$ cat src/rtl/ysyx_040729_idu_operand_stage_if.sv
// Decoder-to-EXU handshake bundle for the operand-fetch stage.
// slave is the stage's view; master is the surrounding pipeline's view.
interface ysyx_040729_idu_operand_stage_if #(
  parameter int DATA_WIDTH = 64,
  parameter int REG_ADDR_W = 5,
  parameter int NUM_READ   = 2,
  parameter int PAYLOAD_W  = 32
);
  logic                             in_valid;
  logic                             in_ready;
  logic [NUM_READ-1:0]              in_ren;
  logic [NUM_READ*REG_ADDR_W-1:0]   in_raddr;
  logic [PAYLOAD_W-1:0]             in_payload;
  logic                             out_valid;
  logic                             out_ready;
  logic [NUM_READ*DATA_WIDTH-1:0]   out_rdata;
  logic [PAYLOAD_W-1:0]             out_payload;

  modport master (
    output in_valid, in_ren, in_raddr,
    output in_payload, out_ready,
    input  in_ready, out_valid,
    input  out_rdata, out_payload
  );

  modport slave (
    input  in_valid, in_ren, in_raddr,
    input  in_payload, out_ready,
    output in_ready, out_valid,
    output out_rdata, out_payload
  );
endinterface

$ cat src/rtl/ysyx_040729_idu_operand_stage.sv
// Operand fetch: regfile, multi-stage forwarding, load-use hazard,
// registered ID->EX output with valid/ready and a saturating stall counter.
module ysyx_040729_idu_operand_stage #(
  parameter int DATA_WIDTH = 64,
  parameter int REG_ADDR_W = 5,
  parameter int NUM_READ   = 2,
  parameter int FWD_STAGES = 2,
  parameter int PAYLOAD_W  = 32
) (
  input  logic                             clock,
  input  logic                             reset,
  input  logic                             flush,
  ysyx_040729_idu_operand_stage_if.slave   bus,
  input  logic [FWD_STAGES-1:0]            fwd_we,
  input  logic [FWD_STAGES*REG_ADDR_W-1:0] fwd_addr,
  input  logic [FWD_STAGES*DATA_WIDTH-1:0] fwd_data,
  input  logic [FWD_STAGES-1:0]            fwd_data_ok,
  input  logic                             wb_we,
  input  logic [REG_ADDR_W-1:0]            wb_waddr,
  input  logic [DATA_WIDTH-1:0]            wb_wdata,
  output logic                             hazard_o,
  output logic [31:0]                      stall_cnt_o
);

  localparam int NREG = 2 ** REG_ADDR_W;

  logic [DATA_WIDTH-1:0]           rf [NREG];
  logic [REG_ADDR_W-1:0]           raddr [NUM_READ];
  logic [NUM_READ*DATA_WIDTH-1:0]  opnd;
  logic [NUM_READ-1:0]             port_haz;
  logic [NUM_READ-1:0]             fwd_hit;
  logic                            any_haz;
  logic                            fire;

  logic                            out_valid_q;
  logic [NUM_READ*DATA_WIDTH-1:0]  rdata_q;
  logic [PAYLOAD_W-1:0]            payload_q;
  logic [31:0]                     stall_cnt_q;

  always_ff @(posedge clock or negedge reset) begin
    if (!reset) begin
      for (int i = 0; i < NREG; i++) rf[i] <= '0;
    end else if (wb_we && wb_waddr != '0) begin
      rf[wb_waddr] <= wb_wdata;
    end
  end

  for (genvar p = 0; p < NUM_READ; p++) begin : g_raddr
    assign raddr[p] = bus.in_raddr[p*REG_ADDR_W +: REG_ADDR_W];
  end

  // Descending scan so the youngest matching stage is the last to write.
  always_comb begin
    opnd     = '0;
    port_haz = '0;
    fwd_hit  = '0;
    for (int p = 0; p < NUM_READ; p++) begin
      if (bus.in_ren[p] && raddr[p] != '0) begin
        for (int k = FWD_STAGES - 1; k >= 0; k--) begin
          if (fwd_we[k] &&
              fwd_addr[k*REG_ADDR_W +: REG_ADDR_W] == raddr[p]) begin
            fwd_hit[p] = 1'b1;
            opnd[p*DATA_WIDTH +: DATA_WIDTH] =
              fwd_data[k*DATA_WIDTH +: DATA_WIDTH];
            port_haz[p] = ~fwd_data_ok[k];
          end
        end
        if (!fwd_hit[p]) begin
          if (wb_we && wb_waddr == raddr[p])
            opnd[p*DATA_WIDTH +: DATA_WIDTH] = wb_wdata;
          else
            opnd[p*DATA_WIDTH +: DATA_WIDTH] = rf[raddr[p]];
        end
      end
    end
  end

  // in_ready uses the ungated hazard so it never depends on in_valid.
  assign any_haz      = |port_haz;
  assign hazard_o     = bus.in_valid & any_haz;
  assign bus.in_ready = ~flush & ~any_haz &
                        (~out_valid_q | bus.out_ready);
  assign fire         = bus.in_valid & bus.in_ready;

  always_ff @(posedge clock or negedge reset) begin
    if (!reset) begin
      out_valid_q <= 1'b0;
      rdata_q     <= '0;
      payload_q   <= '0;
      stall_cnt_q <= '0;
    end else begin
      if (flush) begin
        out_valid_q <= 1'b0;
      end else if (fire) begin
        out_valid_q <= 1'b1;
        rdata_q     <= opnd;
        payload_q   <= bus.in_payload;
      end else if (out_valid_q && bus.out_ready) begin
        out_valid_q <= 1'b0;
      end
      if (hazard_o && !flush && stall_cnt_q != '1)
        stall_cnt_q <= stall_cnt_q + 32'd1;
    end
  end

  assign bus.out_valid   = out_valid_q;
  assign bus.out_rdata   = rdata_q;
  assign bus.out_payload = payload_q;
  assign stall_cnt_o     = stall_cnt_q;

endmodule

$ cat src/flat_wrapper.sv
// flat-port wrapper written by rule: the top's interface ports become plain ports
module ysyx_040729_idu_operand_stage_flat 
#(
  parameter int DATA_WIDTH = 64,
  parameter int REG_ADDR_W = 5,
  parameter int NUM_READ   = 2,
  parameter int FWD_STAGES = 2,
  parameter int PAYLOAD_W  = 32
)
  (clock, reset, flush, fwd_we, fwd_addr, fwd_data, fwd_data_ok, wb_we, wb_waddr, wb_wdata, hazard_o, stall_cnt_o, bus_in_valid, bus_in_ren, bus_in_raddr, bus_in_payload, bus_out_ready, bus_in_ready, bus_out_valid, bus_out_rdata, bus_out_payload);
  ysyx_040729_idu_operand_stage_if #(.DATA_WIDTH(DATA_WIDTH), .REG_ADDR_W(REG_ADDR_W), .NUM_READ(NUM_READ), .PAYLOAD_W(PAYLOAD_W)) bus_i ();
  input  logic clock;
  input  logic reset;
  input  logic flush;
  input  logic [FWD_STAGES-1:0] fwd_we;
  input  logic [FWD_STAGES*REG_ADDR_W-1:0] fwd_addr;
  input  logic [FWD_STAGES*DATA_WIDTH-1:0] fwd_data;
  input  logic [FWD_STAGES-1:0] fwd_data_ok;
  input  logic wb_we;
  input  logic [REG_ADDR_W-1:0] wb_waddr;
  input  logic [DATA_WIDTH-1:0] wb_wdata;
  output logic hazard_o;
  output logic [31:0] stall_cnt_o;
  input wire logic [$bits(bus_i.in_valid)-1:0] bus_in_valid;
  input wire logic [$bits(bus_i.in_ren)-1:0] bus_in_ren;
  input wire logic [$bits(bus_i.in_raddr)-1:0] bus_in_raddr;
  input wire logic [$bits(bus_i.in_payload)-1:0] bus_in_payload;
  input wire logic [$bits(bus_i.out_ready)-1:0] bus_out_ready;
  output wire logic [$bits(bus_i.in_ready)-1:0] bus_in_ready;
  output wire logic [$bits(bus_i.out_valid)-1:0] bus_out_valid;
  output wire logic [$bits(bus_i.out_rdata)-1:0] bus_out_rdata;
  output wire logic [$bits(bus_i.out_payload)-1:0] bus_out_payload;
  assign bus_i.in_valid = bus_in_valid;
  assign bus_i.in_ren = bus_in_ren;
  assign bus_i.in_raddr = bus_in_raddr;
  assign bus_i.in_payload = bus_in_payload;
  assign bus_i.out_ready = bus_out_ready;
  assign bus_in_ready = bus_i.in_ready;
  assign bus_out_valid = bus_i.out_valid;
  assign bus_out_rdata = bus_i.out_rdata;
  assign bus_out_payload = bus_i.out_payload;
  ysyx_040729_idu_operand_stage #(.DATA_WIDTH(DATA_WIDTH), .REG_ADDR_W(REG_ADDR_W), .NUM_READ(NUM_READ), .FWD_STAGES(FWD_STAGES), .PAYLOAD_W(PAYLOAD_W)) u_core (.clock(clock), .reset(reset), .flush(flush), .bus(bus_i), .fwd_we(fwd_we), .fwd_addr(fwd_addr), .fwd_data(fwd_data), .fwd_data_ok(fwd_data_ok), .wb_we(wb_we), .wb_waddr(wb_waddr), .wb_wdata(wb_wdata), .hazard_o(hazard_o), .stall_cnt_o(stall_cnt_o));
endmodule
$ cat config.mk
export PLATFORM = sky130hd
export DESIGN_NAME = ysyx_040729_idu_operand_stage_flat
export DESIGN_NICKNAME = d
export VERILOG_FILES = /design/src/rtl/ysyx_040729_idu_operand_stage_if.sv /design/src/rtl/ysyx_040729_idu_operand_stage.sv /design/src/flat_wrapper.sv
export SDC_FILE = /design/constraint.sdc
export NUM_CORES = 2
export LEC_CHECK = 0
export CAP_MARGIN = 25
export CORE_ASPECT_RATIO = 0.8
export CORE_MARGIN = 3
export CORE_UTILIZATION = 50
export DETAILED_ROUTE_END_ITERATION = 8
export PLACE_DENSITY = 0.68
export SYNTH_ARGS = -nofsm -noshare
export SYNTH_HDL_FRONTEND = slang
export SYNTH_SLANG_ARGS = --single-unit
$ cat constraint.sdc
create_clock -name clock -period 3.95 [get_ports clock]
set_input_delay 0.79 -clock clock [delete_from_list [all_inputs] [get_ports clock]]
set_output_delay 0.79 -clock clock [all_outputs]
set_load 0.05 [all_outputs]
==> results.txt <==
----------------------------------------------------
[Status]
  Run status ... complete, no violations

[Pwr]
  Power Density ... 500 nW/µm²
  Final Total Pwr ... 68.6 mW
  Worst vdd ir ... 0.369 mV
  Leakage power figure ... 59.4 nW

[Timing]
  Final Critical Period ... 3.77 ns
  Post-route clock skew ... 0.0425 ns
  Slew of the pin with the lowest slew margin ... 1.10 ns
  Final number of max-transition violations ... 0
  Final number of setup-violating endpoints ... 0
  FMAX ... 0.265 GHz
  Worst relative slew slack ... 0.267
  Unrepaired setup endpoints after global routing ... false
  Hold Vio Cnt, Final ... 0
  Final clock period utilization by the worst path ... 0.956

[Synth]
  Register bit total from synthesis ... 2241
  Number of distinct library cell variants in the gate-level netlist after synthesis ... 55
  Average instance area after synthesis ... 13.5 µm²
  Gate count of the mapped netlist ... 8748
  Post-synth EDFFs ... 0
  Library cell occupying the most area in the post-synthesis netlist ... sky130_fd_sc_hd__dfrtp_1
  Most instantiated flip-flop cell in the synthesis netlist ... sky130_fd_sc_hd__dfrtp_1
  Synth area leaders ... sky130_fd_sc_hd__dfrtp_1 47%, sky130_fd_sc_hd__mux2_2 19%, sky130_fd_sc_hd__mux4_2 12%
  Sequential area share after synthesis ... 0.475
  Syn_nets ... 9010
  Most frequent cell after synthesis ... sky130_fd_sc_hd__dfrtp_1
  Top cells by count, synth ... 2241 x sky130_fd_sc_hd__dfrtp_1, 2022 x sky130_fd_sc_hd__mux2_2, 845 x sky130_fd_sc_hd__mux2i_1
  Fraction of synthesis flops using an asynchronous set or reset pin ... 1.00
  Netlist area before placement ... 118000 µm²
  Synth warn ... 0
  Fraction of post-synthesis cell area in the top cell type by area ... 0.475

[Global route]
  Pin count of the biggest net entering global routing ... 123
  Remaining global-route overflow ... 0
  GR Util All Layers ... 0.339
  Number of global-route vias before repair ... 86.5k
  First-pass GRT wire length ... 606000 µm
  Number of antenna violations at the first check in global routing ... 16

[Route]
  Routed wire per std cell ... 34.2 µm
  Detailed-route vias per instance ... 7.01
  Initial detailed-routing violation count ... 10.0k
  Final routed DRC violation total ... 0
  Vias ... 85.9k
  Post-DRT Antenna Nets ... 0
  Length of the first detailed-routing pass in iterations ... 6
  Routed Wire Length ... 419000 µm

[Setup path]
  Critical path endpoint category ... output pin
  Worst Path Max Fanout ... 5
  Critical path required time ... 3.16 ns
  Critical path start-end classification ... input pin to output pin
  Setup crit start kind ... input pin
  Worst EP arrival ... 2.98 ns

[Run]
  Max-cap violations ... 0

[Placed design]
  Total placed instance area ... 129000 µm²
  Number of buffers inserted by port buffering ... 455
  Placed cells ... 11.8k
  Final GP Congestion ... 0.866
  Post-DP HPWL ... 246000 µm

[CTS]
  Clock edge transition at the registers on the reported setup and hold paths ... 0.05 ns
  Clock tree from TritonCTS ... done
  Clock H-tree levels ... 4
  Maximum buffer depth of the clock tree ... 4
  Library cell used as clock root buffer ... sky130_fd_sc_hd__clkbuf_16
  Worst-skew pair later-pin latency ... 0.92 ns
  Number of CTS-inserted buffers ... 235
  Number of setup buffers added after CTS ... 0
  CTS sink cnt ... 2241
  Post-cts sizing count ... 0

[Cells and area]
  Non-Filler Instances ... 12.2k
  Area growth from synthesis to final layout ... 16.1%
  Final layout net count ... 9189
  Share of layout cells above drive strength 1 ... 0.390
  Final standard cell area without fillers ... 137000 µm²

[Die]
  Core Box Area ... 233000 µm²
  Initial core utilization ... 0.506
  IO Count ... 456
  Num rows ... 158
  Die Area ... 242000 µm²
  Die Wd ... 549 µm
  Chip Height ... 441 µm

[Hold path]
  Worst min path class ... flop to flop

----------------------------------------------------
-- layer usage --
layer	part of all wire	routed length [µm]	global-route usage
met1	0.40	166000	0.458
met2	0.45	190000	0.518
met3	0.095	39800	0.0777
met4	0.055	23000	0.162
met5	0.00024	101	0
-- layout by cell type, fill, tap and decap left out, drive strengths merged, types with 6 or more instances in the layout --
cell / Yosys / final
xor2: 33 / 33
clkbuf: 782 / 353
nand2: 155 / 155
nand3: 26 / 26
nor3: 15 / 15
nor2: 141 / 141
buf: 194 / 465
dfrtp: 2241 / 2241
mux2i: 845 / 845
nand2b: 6 / 6
a31oi: 40 / 40
inv: 6 / 11
o22ai: 275 / 275
diode: 0 / 9
mux2: 2023 / 2023
and2: 6 / 6
mux4: 614 / 614
o221ai: 409 / 409
o22a: 39 / 39
or2: 6 / 6
a22o: 23 / 23
o21a: 28 / 28
clkinv: 0 / 49
xnor2: 27 / 27
a221oi: 24 / 24
a22oi: 82 / 82
nand4: 15 / 15
and3: 6 / 6
clkdlybuf4s50: 0 / 444
o211ai: 114 / 114
bufinv: 0 / 25
o21ai: 271 / 271
nor4: 8 / 8
a21oi: 263 / 263
-- power by group --
group / total, mW / leakage (nW) / switching, mW / internal (mW)
clock: 23.5 / 3.98 / 9.72 / 13.7
sequential: 30.4 / 28.8 / 3.23 / 27.2
combinational: 14.7 / 26.7 / 6.88 / 7.84
total: 68.6 / 59.4 / 19.8 / 48.8
-- cells by family after synthesis --
family,share of synthesized area
flops,0.475
xor+xnor,0.00445
mux,0.382
buf+inv,0.0327
fa+ha+maj,0.000106
simple gates,0.0153
compound gates,0.0911
-- cell type report --
type	instances	area, µm²
fillers	18075	96100
multi-input cells	5525	58600
flip-flops and latches	2241	56100
repair buffers	918	10500
clock buffers	345	6930
well taps	3120	3900
clock inverters	81	1110
inverters	6	35.0
diodes	9	22.5
-- worst paths after layout --
path	startpoint	to	slack (ns)	cells after the start
min in group asynchronous	reset	u_core.stall_cnt_o[28]	0.54	2
max reg2reg	u_core.stall_cnt_o[6]	u_core.stall_cnt_o[27]	1.10	9
max in group asynchronous	reset	u_core.rf[543]	2.05	3
max	bus_in_raddr[3]	hazard_o	0.18	10
min	u_core.rf[2000]	u_core.rf[2000]	0.40	0
min reg2reg	u_core.rf[2000]	u_core.rf[2000]	0.40	0
-- stage by stage --
step           worst slack [ns]  hold WS [ns]  setup TNS [ns]  utilization
2_1_floorplan             0.346         0.441               0            -
3_3_place_gp             -0.121         0.381          -0.209        0.552
3_5_place_dp             -0.141         0.386          -0.151        0.552
4_1_cts                   0.189         0.401               0        0.587
5_1_grt                  0.0235         0.413               0        0.588
6_report                  0.175         0.399               0        0.588
-- flip-flops by register name, indices dropped and copies added, names as in the netlist --
signal and count:
u_core.rf 2048, u_core.bus.out_rdata 128, u_core.bus.out_payload 32, u_core.stall_cnt_o 32, u_core.bus.out_valid 1
-- what timing repair did --
| action | in CTS | in global routing |
|---|---|---|
| hold buffers | 1 | 0 |
| hold endpoints to repair | 62 | 0 |
| endpoints found under the setup margin | 0 | 0 |
-- worst max-delay path, cell delays in order --
cell and delay (ns):
sky130_fd_sc_hd__clkdlybuf4s50_1 0.45, sky130_fd_sc_hd__buf_4 0.19, sky130_fd_sc_hd__xor2_1 0.16, sky130_fd_sc_hd__nor4_1 0.27, sky130_fd_sc_hd__nand4_1 0.15, sky130_fd_sc_hd__mux2_4 0.29, sky130_fd_sc_hd__or2_1 0.23, sky130_fd_sc_hd__nand2_1 0.12
sky130_fd_sc_hd__and2_1 0.18, sky130_fd_sc_hd__buf_12 0.14
(Power assumes the default switching activity.)
